<file path="config.mk">
export PLATFORM = sky130hd
export DESIGN_NAME = dmem_arbiter
export DESIGN_NICKNAME = d
export VERILOG_FILES = /design/src/rtl/dmem_arbiter.sv
export SDC_FILE = /design/constraint.sdc
export NUM_CORES = 1
export LEC_CHECK = 0
export ABC_AREA = 1
export CAP_MARGIN = 20
export CORE_AREA = 2 2 123 125
export DETAILED_ROUTE_END_ITERATION = 10
export DIE_AREA = 0 0 125 127
export DONT_BUFFER_PORTS = 1
export GPL_ROUTABILITY_DRIVEN = 0
export GPL_TIMING_DRIVEN = 0
export PLACE_DENSITY = 0.35
export SLEW_MARGIN = 20
export SYNTH_ARGS = -nofsm -noshare
export SYNTH_HDL_FRONTEND = slang
export SYNTH_SLANG_ARGS = --single-unit
</file>
<file path="constraint.sdc">
create_clock -name i_clk -period 2.15 [get_ports i_clk]
set_input_delay 0.43 -clock i_clk [delete_from_list [all_inputs] [get_ports i_clk]]
set_output_delay 0.43 -clock i_clk [all_outputs]
set_load 0.005 [all_outputs]
</file>
<file path="src/rtl/dmem_arbiter.sv">
// Data-memory arbiter between the CPU load/store path and the debug/loader port.
// Define DMEM_ARB_RR_EN for round-robin tie breaking; otherwise the CPU wins ties.
module dmem_arbiter #(
  parameter int DATA_W   = 32,
  parameter int ADDR_W   = 32,
  parameter int MAX_LOCK = 4
) (
  input  logic              i_clk,
  input  logic              i_reset,
  input  logic              i_cpu_req,
  input  logic              i_cpu_we,
  input  logic [ADDR_W-1:0] i_cpu_addr,
  input  logic [DATA_W-1:0] i_cpu_wdata,
  output logic [DATA_W-1:0] o_cpu_rdata,
  output logic              o_cpu_gnt,
  output logic              o_cpu_stall,
  input  logic              i_dbg_req,
  input  logic              i_dbg_we,
  input  logic              i_dbg_lock,
  input  logic [ADDR_W-1:0] i_dbg_addr,
  input  logic [DATA_W-1:0] i_dbg_wdata,
  output logic [DATA_W-1:0] o_dbg_rdata,
  output logic              o_dbg_gnt,
  output logic [ADDR_W-1:0] o_mem_addr,
  output logic [DATA_W-1:0] o_mem_wdata,
  output logic              o_mem_we,
  output logic              o_mem_re,
  input  logic [DATA_W-1:0] i_mem_rdata,
  output logic [15:0]       o_stall_cnt
);

  typedef enum logic [1:0] {
    ST_IDLE = 2'd0,
    ST_CPU  = 2'd1,
    ST_DBG  = 2'd2
  } state_t;

  localparam logic [2:0] LOCK_MAX = 3'(MAX_LOCK);
`ifdef DMEM_ARB_RR_EN
  localparam logic FIXED_PRIO = 1'b0;
`else
  localparam logic FIXED_PRIO = 1'b1;
`endif

  state_t      r_st;
  logic [2:0]  r_lock_cnt;
  logic        r_last;        // 1: debug port was granted last
  logic [15:0] r_stall_cnt;

  logic w_lock_hold;
  logic w_tie_cpu;
  logic w_sel_cpu;
  logic w_sel_dbg;
  logic w_sel_we;
  logic w_gnt;

  always_comb begin
    w_sel_cpu   = 1'b0;
    w_sel_dbg   = 1'b0;
    w_lock_hold = (r_st == ST_DBG) && i_dbg_req && i_dbg_lock && (r_lock_cnt < LOCK_MAX);
    w_tie_cpu   = r_last | FIXED_PRIO;
    if (i_reset) begin
      w_sel_cpu = 1'b0;
      w_sel_dbg = 1'b0;
    end else if (w_lock_hold) begin
      w_sel_dbg = 1'b1;
    end else if (i_cpu_req && !i_dbg_req) begin
      w_sel_cpu = 1'b1;
    end else if (!i_cpu_req && i_dbg_req) begin
      w_sel_dbg = 1'b1;
    end else if (i_cpu_req && i_dbg_req) begin
      w_sel_cpu = w_tie_cpu;
      w_sel_dbg = ~w_tie_cpu;
    end
  end

  assign w_gnt    = w_sel_cpu | w_sel_dbg;
  assign w_sel_we = w_sel_cpu ? i_cpu_we : i_dbg_we;

  assign o_cpu_gnt   = w_sel_cpu;
  assign o_dbg_gnt   = w_sel_dbg;
  assign o_cpu_stall = i_cpu_req & ~w_sel_cpu;
  assign o_mem_addr  = w_sel_cpu ? i_cpu_addr  : (w_sel_dbg ? i_dbg_addr  : '0);
  assign o_mem_wdata = w_sel_cpu ? i_cpu_wdata : (w_sel_dbg ? i_dbg_wdata : '0);
  assign o_mem_we    = w_gnt & w_sel_we;
  assign o_mem_re    = w_gnt & ~w_sel_we;
  assign o_cpu_rdata = w_sel_cpu ? i_mem_rdata : '0;
  assign o_dbg_rdata = w_sel_dbg ? i_mem_rdata : '0;
  assign o_stall_cnt = r_stall_cnt;

  always_ff @(posedge i_clk or posedge i_reset) begin
    if (i_reset) begin
      r_st        <= ST_IDLE;
      r_lock_cnt  <= 3'd0;
      r_last      <= 1'b1;
      r_stall_cnt <= 16'd0;
    end else begin
      if (w_sel_cpu)      r_st <= ST_CPU;
      else if (w_sel_dbg) r_st <= ST_DBG;
      else                r_st <= ST_IDLE;

      if (w_sel_cpu)      r_last <= 1'b0;
      else if (w_sel_dbg) r_last <= 1'b1;

      // Counts consecutive debug grants; saturates so a lone debug burst can continue.
      if (w_sel_dbg) begin
        if (r_st != ST_DBG)             r_lock_cnt <= 3'd1;
        else if (r_lock_cnt < LOCK_MAX) r_lock_cnt <= r_lock_cnt + 3'd1;
      end else begin
        r_lock_cnt <= 3'd0;
      end

      if (o_cpu_stall && (r_stall_cnt != 16'hFFFF))
        r_stall_cnt <= r_stall_cnt + 16'd1;
    end
  end

endmodule
</file>
---- Yosys cells after proc, flatten, opt, wreduce, memory -nomap -nowiden ----
Index checks and enable logic that the tools add are counted.
operators by class
  add/sub/neg operators ................... 2
  order comparisons ....................... 1
  equal/unequal tests ..................... 4
  multiplexer cells ....................... 21
  bitwise gates (word level) .............. 6
  reductions and logical operators ........ 9
operator list
  operator                                                                 number
  32-bit two-way mux                                                       6
  16-bit by 1-bit adder with 16-bit output, second input constant          1
  16-bit inequality test, second input constant                            1
  1-bit two-way mux                                                        10
  3-bit two-way mux                                                        3
  1-bit logical AND                                                        7
  2-bit two-way mux                                                        2
  3-bit by 1-bit adder with 3-bit output, second input constant            1
  1-bit AND                                                                3
  3-bit less-than comparator, second input constant                        1
  3-bit by 1-bit inequality test with 1-bit output, second input constant  1
  2-bit equality test, second input constant                               1
  1-bit logical NOT                                                        2
  2-bit inequality test, second input constant                             1
  1-bit NOT                                                                2
  1-bit OR                                                                 1
storage, ports and cells
  register bits after elaboration ......... 21
  input port bits ......................... 167
  output and inout port bits .............. 149
  logic and storage cells ................. 46

---- Longest topological paths before layout ----
Gate-level depths: netlist (run 1).
  word-level depth ........................ 9
  depth in mapped cells ................... 9
  depth with buffers taken out ............ 8

---- Least setup slack after synthesis (run 1) ----
No wires, ideal clock.
  path type ............................... input to output
  start ................................... input i_reset
  end ..................................... output o_mem_addr[23]
  arrival time ............................ 1.808 ns
  required time ........................... 1.720 ns
  path slack .............................. -0.088 ns
  stages on the path ...................... 7
  path buffers ............................ 2
  cell sequence ........................... inv_1 -> nand2_1 -> a21oi_2 -> buf_4 -> buf_4 -> nand2_1 -> nand2_1
on the way
  longest elaborated chain between the ends .. 3
  elaborated cells between the ends (all ways) .. 4
  classes of those cells .................. 4 x mux
RTL lines
  item                    line  text
  start, declared         9     input logic i_reset,
  1-bit two-way mux       62    if (i_reset) begin
  32-bit two-way mux      83    assign o_mem_addr = w_sel_cpu ? i_cpu_addr : (w_sel_dbg ? i_dbg_addr : '0);
  32-bit two-way mux (*)  83
  end, declared           24    output logic [ADDR_W-1:0] o_mem_addr,
Every way passes the cells marked *; elsewhere a longest branch is shown, timed or not.

---- Worst setup path in the final report (run 1) ----
  start ................................... register r_st[0]
  end ..................................... output o_mem_wdata[1]
on the way
  longest elaborated chain between the ends .. 8
  elaborated cells between the ends (all ways) .. 10
  classes of those cells .................. 1 x eq/ne; 6 x mux; 3 x reduce/logical
RTL lines
  item                                line  text
  start, declared                     45    state_t r_st;
  start signal, assigned              93    r_st <= ST_IDLE;
  start signal, assigned              98    if (w_sel_cpu) r_st <= ST_CPU;
  start signal, assigned              99    else if (w_sel_dbg) r_st <= ST_DBG;
  2-bit equality test (*)             60    w_lock_hold = (r_st == ST_DBG) && i_dbg_req && i_dbg_lock && (r_lock_cnt < LOCK_MAX);
  1-bit logical AND (*) (3 in a row)  60
  1-bit two-way mux                   65    end else if (w_lock_hold) begin
  1-bit two-way mux                   62
  32-bit two-way mux                  84    assign o_mem_wdata = w_sel_cpu ? i_cpu_wdata : (w_sel_dbg ? i_dbg_wdata : '0);
  32-bit two-way mux (*)              84
  end, declared                       25    output logic [DATA_W-1:0] o_mem_wdata,
Marks and branches as above.

==> summary.log, run 1 <==
[synthesis] Synth Area in Simple Gates 61.9%
[global_route] Most Used Layer, Global Route met2
[die] die height 127 um
[cts] Clock Sink Count 21
[sta] Final period util 99.2%
[sta] sum of negative setup slack 0 ns
[setup_path] Worst Setup End Kind output port
[setup_path] Setup crit start kind flop
[global_route] Remaining Overflow, GRT 0
[global_route] met2 usage 24.2%
[synthesis] share of the synthesized area in compound gates (AO/OA/AOI/OAI) 1.76%
[placement] worst setup slack before clock tree synthesis -0.555 ns
[die] die boundary width 125 um
[synthesis] number of flops mapped to enable cells by yosys 0
[layout] fraction of final layout cells with drive strength greater than 1 25.3%
[sta] Max Fclk 469 MHz
[placement] Detailed Place HPWL 10500 um
[cts] CTS clock-pin slew for the worst setup and hold paths 0.06 ns
[synthesis] post-synthesis mux area share 0%
[synthesis] main flop type after synthesis sky130_fd_sc_hd__dfrtp_1
[synthesis] ys async rst share 100%
[layout] final net count 699
[global_route] number of global-route vias before repair 2774
[synthesis] most instantiated library cell after synthesis sky130_fd_sc_hd__nand2_1
[global_route] antenna violations before repair 0
[setup_path] CP max stage delay 0.41 ns
[cts] number of buffers inserted during clock tree synthesis 3
[synthesis] synthesis warning total 0
[setup_path] required time of the worst setup path 1.72 ns
[routing] final WL 12500 um
[cts] Max H-tree Level 1
[routing] remaining antenna violation count after routing 0
[flow_run] Maximum Capacitance Violations 0
[synthesis] cell count after synthesis 504
[die] Starting Density 17.7%
[power_and_ir_drop] worst vdd ir 218 uV
[synthesis] ranking of synthesized cells by area sky130_fd_sc_hd__nand2_1, sky130_fd_sc_hd__dfrtp_1, sky130_fd_sc_hd__nor2_1, sky130_fd_sc_hd__inv_1, sky130_fd_sc_hd__nand3_1
[setup_path] data arrival time of the critical path 1.70 ns
[cts] Hold Buf Count CTS 0
[synthesis] top cell type's share of synthesized area 40.2%
[synthesis] average footprint of a synthesized cell 5.07 um^2
[synthesis] most used standard cells in the synthesized netlist sky130_fd_sc_hd__nand2_1, sky130_fd_sc_hd__nor2_1, sky130_fd_sc_hd__inv_1
[cts] cell chosen for the clock root sky130_fd_sc_hd__clkbuf_16
[status] outcome finished, final reports clean
[die] die area 0.0159 mm^2
[power_and_ir_drop] Leak 0.00186 uW
[routing] vias post-DR 3150
[placement] total placed cells including tap cells 688
[sta] worst max-slew margin expressed relative to the limit 57.1%
[setup_path] cells on worst reg2reg path 8
[cts] source-to-sink clock delay at the later pin of the worst-skew pair 0.26 ns
[layout] Area Overhead vs Synth 36.2%
[die] number of cell rows 44
[sta] Setup Viol. Count Final 0
[cts] maximum clock insertion buffer count 2
[synthesis] largest family of logic cells by synthesized area simple AND/OR/NAND/NOR gates
[global_route] first-pass GRT wire length 16900 um
[die] number of top-level pins 316
[setup_path] cell type of the slowest stage on the worst timing path sky130_fd_sc_hd__dfrtp_1
[routing] detailed-router iteration count before antenna repair 4
[routing] via density per instance 4.42
[layout] number of inserted diodes 0
[setup_path] Top cell by count, worst path sky130_fd_sc_hd__nand2_2
[sta] skew final 0.00237 ns
[setup_path] highest net fanout along the worst path 5
[placement] Port Buf Inserts 0
[synthesis] number of distinct library cells after synthesis 26
[layout] fill cell instance count of the final layout 1686
[layout] final standard cell area without fillers 0.00348 mm^2
[synthesis] XOR/XNOR Fraction of Synth Area 2.40%
[layout] number of cells in the finished layout apart from fillers 713
[sta] actual transition at the worst max-transition pin 0.640 ns
[global_route] met1 Usage GRT 17.7%
[global_route] met3 usage 1.59%
[global_route] All-Layer GR Usage 13.6%
[global_route] largest net degree at the start of global routing 13
[synthesis] cell area after synthesis 0.00256 mm^2
[cts] TritonCTS clock tree done
[routing] Detailed Route Iter0 Violations 133
[sta] number of pins exceeding their max-slew limit in the final report 0
[setup_path] Worst Setup Path Type reg2out
[synthesis] post-synthesis share of cell area spent on full adders, half adders and majority gates 0.978%
[setup_path] cells traversed along the worst timing path nor2_4 -> nand3b_4 -> a21oi_4 -> buf_12 -> buf_8 -> buf_6 -> nand2_2 -> nand2_2
[placement] DP Area 0.00279 mm^2
[sta] setup repair after global routing missed its margin true
[routing] wire length per cell after detailed routing 17.6 um
[synthesis] number of synthesized register bits 21
[power_and_ir_drop] PD cells 397 mW/mm^2
[synthesis] cell type with the highest aggregate area in the netlist sky130_fd_sc_hd__nand2_1
[sta] slack of the critical path 0.0175 ns
[die] Std-Cell Core Area 0.0144 mm^2
[synthesis] sequential fraction of the synthesis area 20.5%
[synthesis] Synth Net Count 673
[hold_path] path type of the worst min-delay path in2async
[sta] Min Clock Period, post-route 2.13 ns
[routing] drt drc 0
[sta] count of endpoints failing hold in the final timing report 0
[cells in the final DEF (no fill, tap or decap), drive strengths merged]
master    Yosys  final
nand2       275    275
nor2         86     86
inv          53     52
buf          14     35
dfrtp        21     21
nand3        19     19
clkbuf        8     11
nand4         7      7
xor2          4      4
nand3b        4      4
a21oi         4      4
xnor2         3      3
o21ai         2      2
ha            2      2
clkinvlp      0      2
o21bai        1      1
nor3          1      1
[cell families (layout without fill, tap and decap cells)]
group	count (synthesis)	after routing
compound gates	7	7
xor+xnor	7	7
fa+ha+maj	2	2
buf+inv	75	100
flops	21	21
simple gates	392	392
[report_power, final]
part	internal, uW	total [uW]	switching, uW
Clock	253	411	158
Combinational	168	467	299
Sequential	431	503	71.4
[area by class of cell]
| class | count | area, um^2 | share of cell area (%) |
|---|---|---|---|
| timing repair buffer | 20 | 216 | 6.21 |
| inverter | 53 | 208 | 5.96 |
| multi-input combinational | 408 | 2000 | 57.3 |
| clock buffer | 4 | 78.8 | 2.26 |
| timing repair inverter | 1 | 5.00 | 0.144 |
| tap | 184 | 230 | 6.61 |
| sequential | 21 | 526 | 15.1 |
| buffer | 22 | 224 | 6.43 |
[critical path: cells and delay by family, from the launching register on]
kind            cells  cell delay [ns]
simple gates        4             0.43
buf+inv             3             0.41
flops               1             0.41
compound gates      1             0.20
[stage by stage]
stage	hold slack, ns	total power (uW)	utilization [%]
finish	0.0234	1380	24.1
detailed placement	0.393	886	19.4
floorplan	0.310	767	-
CTS	0.0269	1340	21.6
global route	0.0264	1480	24.1
global placement	0.400	882	19.4
[state kept, by name (all words and copies together) (netlist names)]
| signal | cells |
|---|---|
| r_lock_cnt | 3 |
| o_stall_cnt | 16 |
| r_st | 2 |
[routing by layer]
layer | wire, um | vias to the layer above
met5 | 0 | -
met4 | 221 | 0
met3 | 760 | 12
met2 | 6370 | 175
met1 | 5180 | 1410
li1 | - | 1553
[worst paths after layout]
kind	start	to	slack [ns]
setup / recovery	r_st[0]	o_mem_wdata[1]	0.02
hold / removal	i_reset	o_stall_cnt[0]	0.02
setup reg to reg	o_stall_cnt[1]	o_stall_cnt[2]	0.31
hold reg to reg	o_stall_cnt[0]	o_stall_cnt[0]	0.58
max in group asynchronous	i_reset	o_stall_cnt[8]	1.72
min in group i_clk	i_cpu_req	r_st[1]	0.26
[what timing repair did]
action / in CTS / in global routing
resized for setup: 61 / 82
setup buffers: 6 / 9
setup endpoints to repair: 128 / 97
endpoints found under the hold margin: 0 / 0
pin swaps: 4 / 23
cloned: 2 / 4
Note: power is estimated with default switching activity, not from simulation.
==> run 2: changes to the inputs <==
--- a/config.mk
+++ b/config.mk
@@ -6,14 +6,13 @@
 export NUM_CORES = 1
 export LEC_CHECK = 0
 export ABC_AREA = 1
-export CAP_MARGIN = 20
 export CORE_AREA = 2 2 123 125
 export DETAILED_ROUTE_END_ITERATION = 10
 export DIE_AREA = 0 0 125 127
 export DONT_BUFFER_PORTS = 1
 export GPL_ROUTABILITY_DRIVEN = 0
 export GPL_TIMING_DRIVEN = 0
-export PLACE_DENSITY = 0.35
+export PLACE_DENSITY = 0.34
 export SLEW_MARGIN = 20
 export SYNTH_ARGS = -nofsm -noshare
 export SYNTH_HDL_FRONTEND = slang
==> constraint.sdc (replaced) <==
create_clock -name i_clk -period 1.98 [get_ports i_clk]
set_input_delay 0.396 -clock i_clk [delete_from_list [all_inputs] [get_ports i_clk]]
set_output_delay 0.396 -clock i_clk [all_outputs]
set_load 0.005 [all_outputs]
==> summary.log, run 2 (synthesized netlist as in run 1, its figures left out) <==
[setup_path] required time of the worst setup path 1.58 ns [-0.14 ns]
[cts] CTS clock-pin slew for the worst setup and hold paths 0.06 ns [about the same]
[global_route] Remaining Overflow, GRT 0 [unchanged]
[setup_path] Worst Setup Path Type reg2out
[cts] cell chosen for the clock root sky130_fd_sc_hd__clkbuf_16
[setup_path] CP max stage delay 0.41 ns [about the same]
[routing] vias post-DR 3142 [-0.25%]
[sta] actual transition at the worst max-transition pin 0.673 ns [+0.0335 ns]
[die] die area 0.0159 mm^2 [unchanged]
[setup_path] Worst Setup End Kind output port
[cts] source-to-sink clock delay at the later pin of the worst-skew pair 0.26 ns [about the same]
[die] number of cell rows 44 [unchanged]
[sta] Final period util 104%
[die] Starting Density 17.7% [unchanged]
[sta] Setup Viol. Count Final 70 [+70]
[setup_path] Critical path origin r_st[0]
[layout] final net count 699 [unchanged]
[setup_path] cell type of the slowest stage on the worst timing path sky130_fd_sc_hd__dfrtp_1
[setup_path] highest net fanout along the worst path 7 [+2]
[routing] wire length per cell after detailed routing 17.5 um [-0.20%]
[routing] detailed-router iteration count before antenna repair 4 [unchanged]
[layout] end-of-flow core utilization 25.1% [+0.90 points]
[power_and_ir_drop] switching power 584 uW [+11%]
[global_route] number of global-route vias before repair 2978 [+7.4%]
[setup_path] data arrival time of the critical path 1.66 ns [-0.04 ns]
[setup_path] startpoint of the lowest-slack register-to-register path o_stall_cnt[0]
[die] die boundary width 125 um [unchanged]
[power_and_ir_drop] Internal Pwr Total 938 uW [+10%]
[cts] maximum clock insertion buffer count 2 [unchanged]
[die] Std-Cell Core Area 0.0144 mm^2 [unchanged]
[routing] final WL 12500 um [-0.20%]
[sta] Min Clock Period, post-route 2.06 ns
[cts] Max H-tree Level 1 [unchanged]
[power_and_ir_drop] switching fraction of total power 38.4% [+0.10 points]
[layout] flip-flop count of the largest register after layout 16 [unchanged]
[placement] Detailed Place HPWL 10400 um [-0.87%]
[sta] Max Fclk 486 MHz
[sta] slack of the critical path -0.0772 ns [-0.0947 ns]
[sta] skew final 0.00367 ns [+0.00130 ns]
[layout] commonest non-fill, non-tap cell in the layout sky130_fd_sc_hd__nand2_1
[global_route] All-Layer GR Usage 14.3% [+0.62 points]
[setup_path] worst path buffer plus inverter count 3 [unchanged]
[status] outcome finished, violations left
[global_route] first-pass GRT wire length 17800 um [+5.4%]
[flow_run] Maximum Capacitance Violations 0 [unchanged]
[sta] count of endpoints failing hold in the final timing report 0 [unchanged]
[power_and_ir_drop] combinational share of power 34.6% [+0.8 points]
[power_and_ir_drop] final total power 1520 uW [+10%]
[sta] number of pins exceeding their max-slew limit in the final report 0 [unchanged]
[routing] via density per instance 4.41 [-0.25%]
[global_route] largest net degree at the start of global routing 13 [unchanged]
[global_route] antenna violations before repair 0 [unchanged]
[cts] Clock Sink Count 21 [unchanged]
[placement] total placed cells including tap cells 688 [unchanged]
[status] failing checks setup timing
[die] number of top-level pins 316 [unchanged]
[setup_path] cells traversed along the worst timing path nor2_4 -> nand3b_4 -> a21oi_4 -> buf_12 -> buf_12 -> buf_6 -> nand2_1 -> nand2_1
[die] die height 127 um [unchanged]
[routing] drt drc 0 [unchanged]
[layout] number of cells in the finished layout apart from fillers 713 [unchanged]
[layout] commonest non-fill, non-tap cells in the layout sky130_fd_sc_hd__nand2_1, sky130_fd_sc_hd__nor2_1, sky130_fd_sc_hd__inv_1, sky130_fd_sc_hd__nor2_4, sky130_fd_sc_hd__nand2_2
[sta] sum of negative setup slack -2.51 ns [-2.51 ns]
[routing] Detailed Route Iter0 Violations 130 [-2.3%]
[layout] Area Overhead vs Synth 41.3%
[hold_path] path type of the worst min-delay path in2async
[routing] remaining antenna violation count after routing 0 [unchanged]
[cts] number of buffers inserted during clock tree synthesis 3 [unchanged]
[layout] fraction of final layout cells with drive strength greater than 1 23.3% [-2.1 points]
[power_and_ir_drop] clock share of power 29.5% [-0.3 points]
[cts] TritonCTS clock tree done
[placement] Port Buf Inserts 0 [unchanged]
[setup_path] family with the most delay on the worst path simple AND/OR/NAND/NOR gates
[power_and_ir_drop] Reg power frac 35.8% [-0.6 points]
[power_and_ir_drop] worst vdd ir 240 uV [+10%]
[layout] number of inserted diodes 0 [unchanged]
[setup_path] Setup crit start kind flop
[sta] setup repair after global routing missed its margin true
[power_and_ir_drop] PD cells 421 mW/mm^2 [+6.3%]
[sta] worst max-slew margin expressed relative to the limit 54.9% [-2.2 points]
[power_and_ir_drop] Leak 0.00189 uW [+1.4%]
## run 2: power groups by stage
stage | logic, uW | clock network, uW | registers [uW]
after detailed placement | 404 | 0 | 554
after global routing | 593 | 483 | 555
after floorplan | 298 | 0 | 534
final | 527 | 450 | 546
after global placement | 401 | 0 | 553
after CTS | 526 | 470 | 545
## run 2: timing repair
item                                   in CTS  in global routing
pin swaps                                   7                  9
gates resized for setup                   138                 12
setup buffers                              11                  5
setup endpoints to repair                 130                119
endpoints found under the hold margin       9                  0
cloned                                      6                  0
hold buffers                                1                  0
## run 2: final cells by class
| type | count | area, um^2 |
|---|---|---|
| inverters | 53 | 213 |
| clock inverters | 1 | 5.00 |
| fillers | 1645 | 10800 |
| repair inverters | 1 | 5.00 |
| plain buffers | 20 | 254 |
| clock buffers | 3 | 75.1 |
| well taps | 184 | 230 |
| multi-input cells | 408 | 2060 |
| flip-flops and latches | 21 | 526 |
| repair buffers | 22 | 248 |
## run 2: worst paths after layout
check	end	slack [ns]	cells past startpoint
min	o_stall_cnt[8]	0.07	1
max reg2reg	o_stall_cnt[11]	0.29	8
max in group asynchronous	o_stall_cnt[9]	0.94	2
max	o_mem_addr[24]	-0.08	8
min in group i_clk	r_st[1]	0.22	1
min reg2reg	o_stall_cnt[15]	0.58	2
## run 2: layer usage
metal / vias to the layer above / global-route usage (%) / wire length, um
met3: 14 / 3.18 / 849
met2: 167 / 25.1 / 6320
met1: 1412 / 17.8 / 5060
met4: 0 / 3.40 / 272
li1: 1549 / - / -
met5: - / 0 / 0
## run 2: metrics by stage
stage          instance area [um^2]  hold slack, ns  setup WS (ns)
2_1_floorplan                  2560           0.276         0.0835
3_3_place_gp                   2790           0.356         -0.544
3_5_place_dp                   2790           0.356         -0.517
4_1_cts                        3540          0.0885        -0.0883
5_1_grt                        3610          0.0981         -0.149
6_report                       3610          0.0713        -0.0772
==> variant (config.mk and constraints of run 2) <==
Register the outputs `o_dbg_rdata` and `o_dbg_gnt`, cleared by the reset; this adds one clock of latency there. The other outputs are not delayed to match.
--- a/src/rtl/dmem_arbiter.sv
+++ b/src/rtl/dmem_arbiter.sv
@@ -79,5 +79,13 @@
 
   assign o_cpu_gnt   = w_sel_cpu;
-  assign o_dbg_gnt   = w_sel_dbg;
+  always_ff @(posedge i_clk or posedge i_reset) begin
+    if (i_reset) begin
+      o_dbg_rdata <= '0;
+      o_dbg_gnt   <= '0;
+    end else begin
+      o_dbg_rdata <= w_sel_dbg ? i_mem_rdata : '0;
+      o_dbg_gnt   <= w_sel_dbg;
+    end
+  end
   assign o_cpu_stall = i_cpu_req & ~w_sel_cpu;
   assign o_mem_addr  = w_sel_cpu ? i_cpu_addr  : (w_sel_dbg ? i_dbg_addr  : '0);
@@ -86,5 +94,4 @@
   assign o_mem_re    = w_gnt & ~w_sel_we;
   assign o_cpu_rdata = w_sel_cpu ? i_mem_rdata : '0;
-  assign o_dbg_rdata = w_sel_dbg ? i_mem_rdata : '0;
   assign o_stall_cnt = r_stall_cnt;
 
Function: changed (Yosys sat finds a counterexample within 4 cycles, from zero or initial values and one cycle with i_reset high).
==> variant against run 2 <==
- the flow still finishes with violations (negative setup slack)
- count of clock-buffer cells in the layout increased by 2
- global-route usage down 0.98 points
- wire length is 7.1% lower
- clock skew increased by 0.0032 ns
- design area up 19%
- hold slack gained 0.018 ns
- area after synthesis rose by 33%
- worst setup slack better by 0.048 ns
- sequential cell count grew 33
- power rose by 91%
- largest power group unchanged
- highest routed layer unchanged
==> variant: results (changes against run 2) <==
met1 wire length 4960 um (-2.0%); leakage power 2.36 nW (+25%); top cells by count, synth nand2_1 (280), nor2_1 (82), dfrtp_1 (54); pin count of the biggest net entering global routing 29 (+16); Seq/total area 31.5% (+17 points); Clock Latency Late Sink 0.29 ns (+0.03 ns); Non-Filler Instances 744 (+4.3%); met2 WL 5740 um (-9.2%); Post-Syn Nets 704 (+4.6%); max reg flops 32 (+16); Multi-input gate area 1860 um^2 (-9.8%); P_comb 570 uW (+8.2%); number of global-route vias before repair 3051 (+2.5%); seq_cells 54 (+160%); clock-cell share of area 4.05% (+1.8 points); nets@finish 728 (+4.1%); Num CTS Buffers 5 (+2); post-synth cell types 27 (+3.8%); HPWL after DPL 8900 um (-14%); Non-clk bufs 39 (-7.1%); Logic inverters 55 (+1.9%); Worst-Margin Slew 0.815 ns (+0.142 ns); Total Neg Setup Slack -0.318 ns (+2.19 ns); met3 WL 868 um (+2.2%); H-tree depth 2 (+1); vias per cell 4.39 (-0.32%); initial DRC count 113 (-13%); non-clk buf share 10.7% (-3.2 points); clk slew on worst S/H paths 0.08 ns (+0.02 ns); VDD IR-drop max 311 uV (+30%); switching power total 898 uW (+54%); worst setup margin -0.0292 ns (+0.0479 ns); Fillers 1591 (-3.3%); first-pass GRT wire length 16800 um (-5.6%); layout cells sized above 1 20.7% (-2.5 points); failing checks negative setup slack; #MultiIn Comb 404 (-0.98%); Inst Count DP 720 (+4.7%); outcome finished, violations left; Clk network pwr share 35.5% (+6.0 points); Setup-failing EPs final 30 (-57%)
[variant: changes by cell type after synthesis, sizes merged, moves of 4 or more]
cell / before / now
dfrtp: 21 / 54
nand3: 19 / 9
nand2: 275 / 285
buf: 14 / 18
[variant: layer usage]
layer  GRT usage [%]  vias to the layer above
li1                -                     1621
met1            17.0                     1481
met4            2.16                        0
met5               0                        -
met2            22.6                      162
met3            3.94                        4
[variant: timing repair]
action	in CTS	in global routing
hold endpoints to repair	12	0
resized for setup	21	58
cloned	2	5
pin swaps	1	26
buffers inserted	5	3
setup endpoints to repair	66	70
hold buffers	1	0
[variant: kinds of logic after synthesis]
logic type | after synthesis | synth area share [%]
buf+inv | 77 | 10.6
compound gates | 5 | 0.993
fa+ha+maj | 2 | 0.735
flops | 54 | 39.7
simple gates | 389 | 45.9
xor+xnor | 8 | 2.06
[variant: worst max-delay path, delay by kind of cell, from the launching register on]
| kind | cells | cell delay (ns) |
|---|---|---|
| and+or+nand+nor | 5 | 0.46 |
| DFF | 1 | 0.41 |
| buffers and inverters | 3 | 0.35 |
| AOI/OAI and AO/OA | 1 | 0.08 |
[variant: final timing paths]
check	from	slack, ns	end
min reg2reg	r_lock_cnt[1]	0.56	r_lock_cnt[1]
max	r_st[0]	-0.03	o_mem_addr[22]
max in group asynchronous	i_reset	0.90	o_dbg_rdata[26]
min	i_reset	0.09	o_dbg_rdata[12]
min in group i_clk	i_mem_rdata[16]	0.22	o_dbg_rdata[16]
max reg2reg	o_stall_cnt[0]	0.24	o_stall_cnt[6]
[variant: per-stage QoR]
stage / utilization, % / area, um^2
2_1_floorplan: - / 3410
3_3_place_gp: 25.3 / 3640
3_5_place_dp: 25.4 / 3660
4_1_cts: 27.6 / 3990
5_1_grt: 29.8 / 4290
6_report: 29.8 / 4290
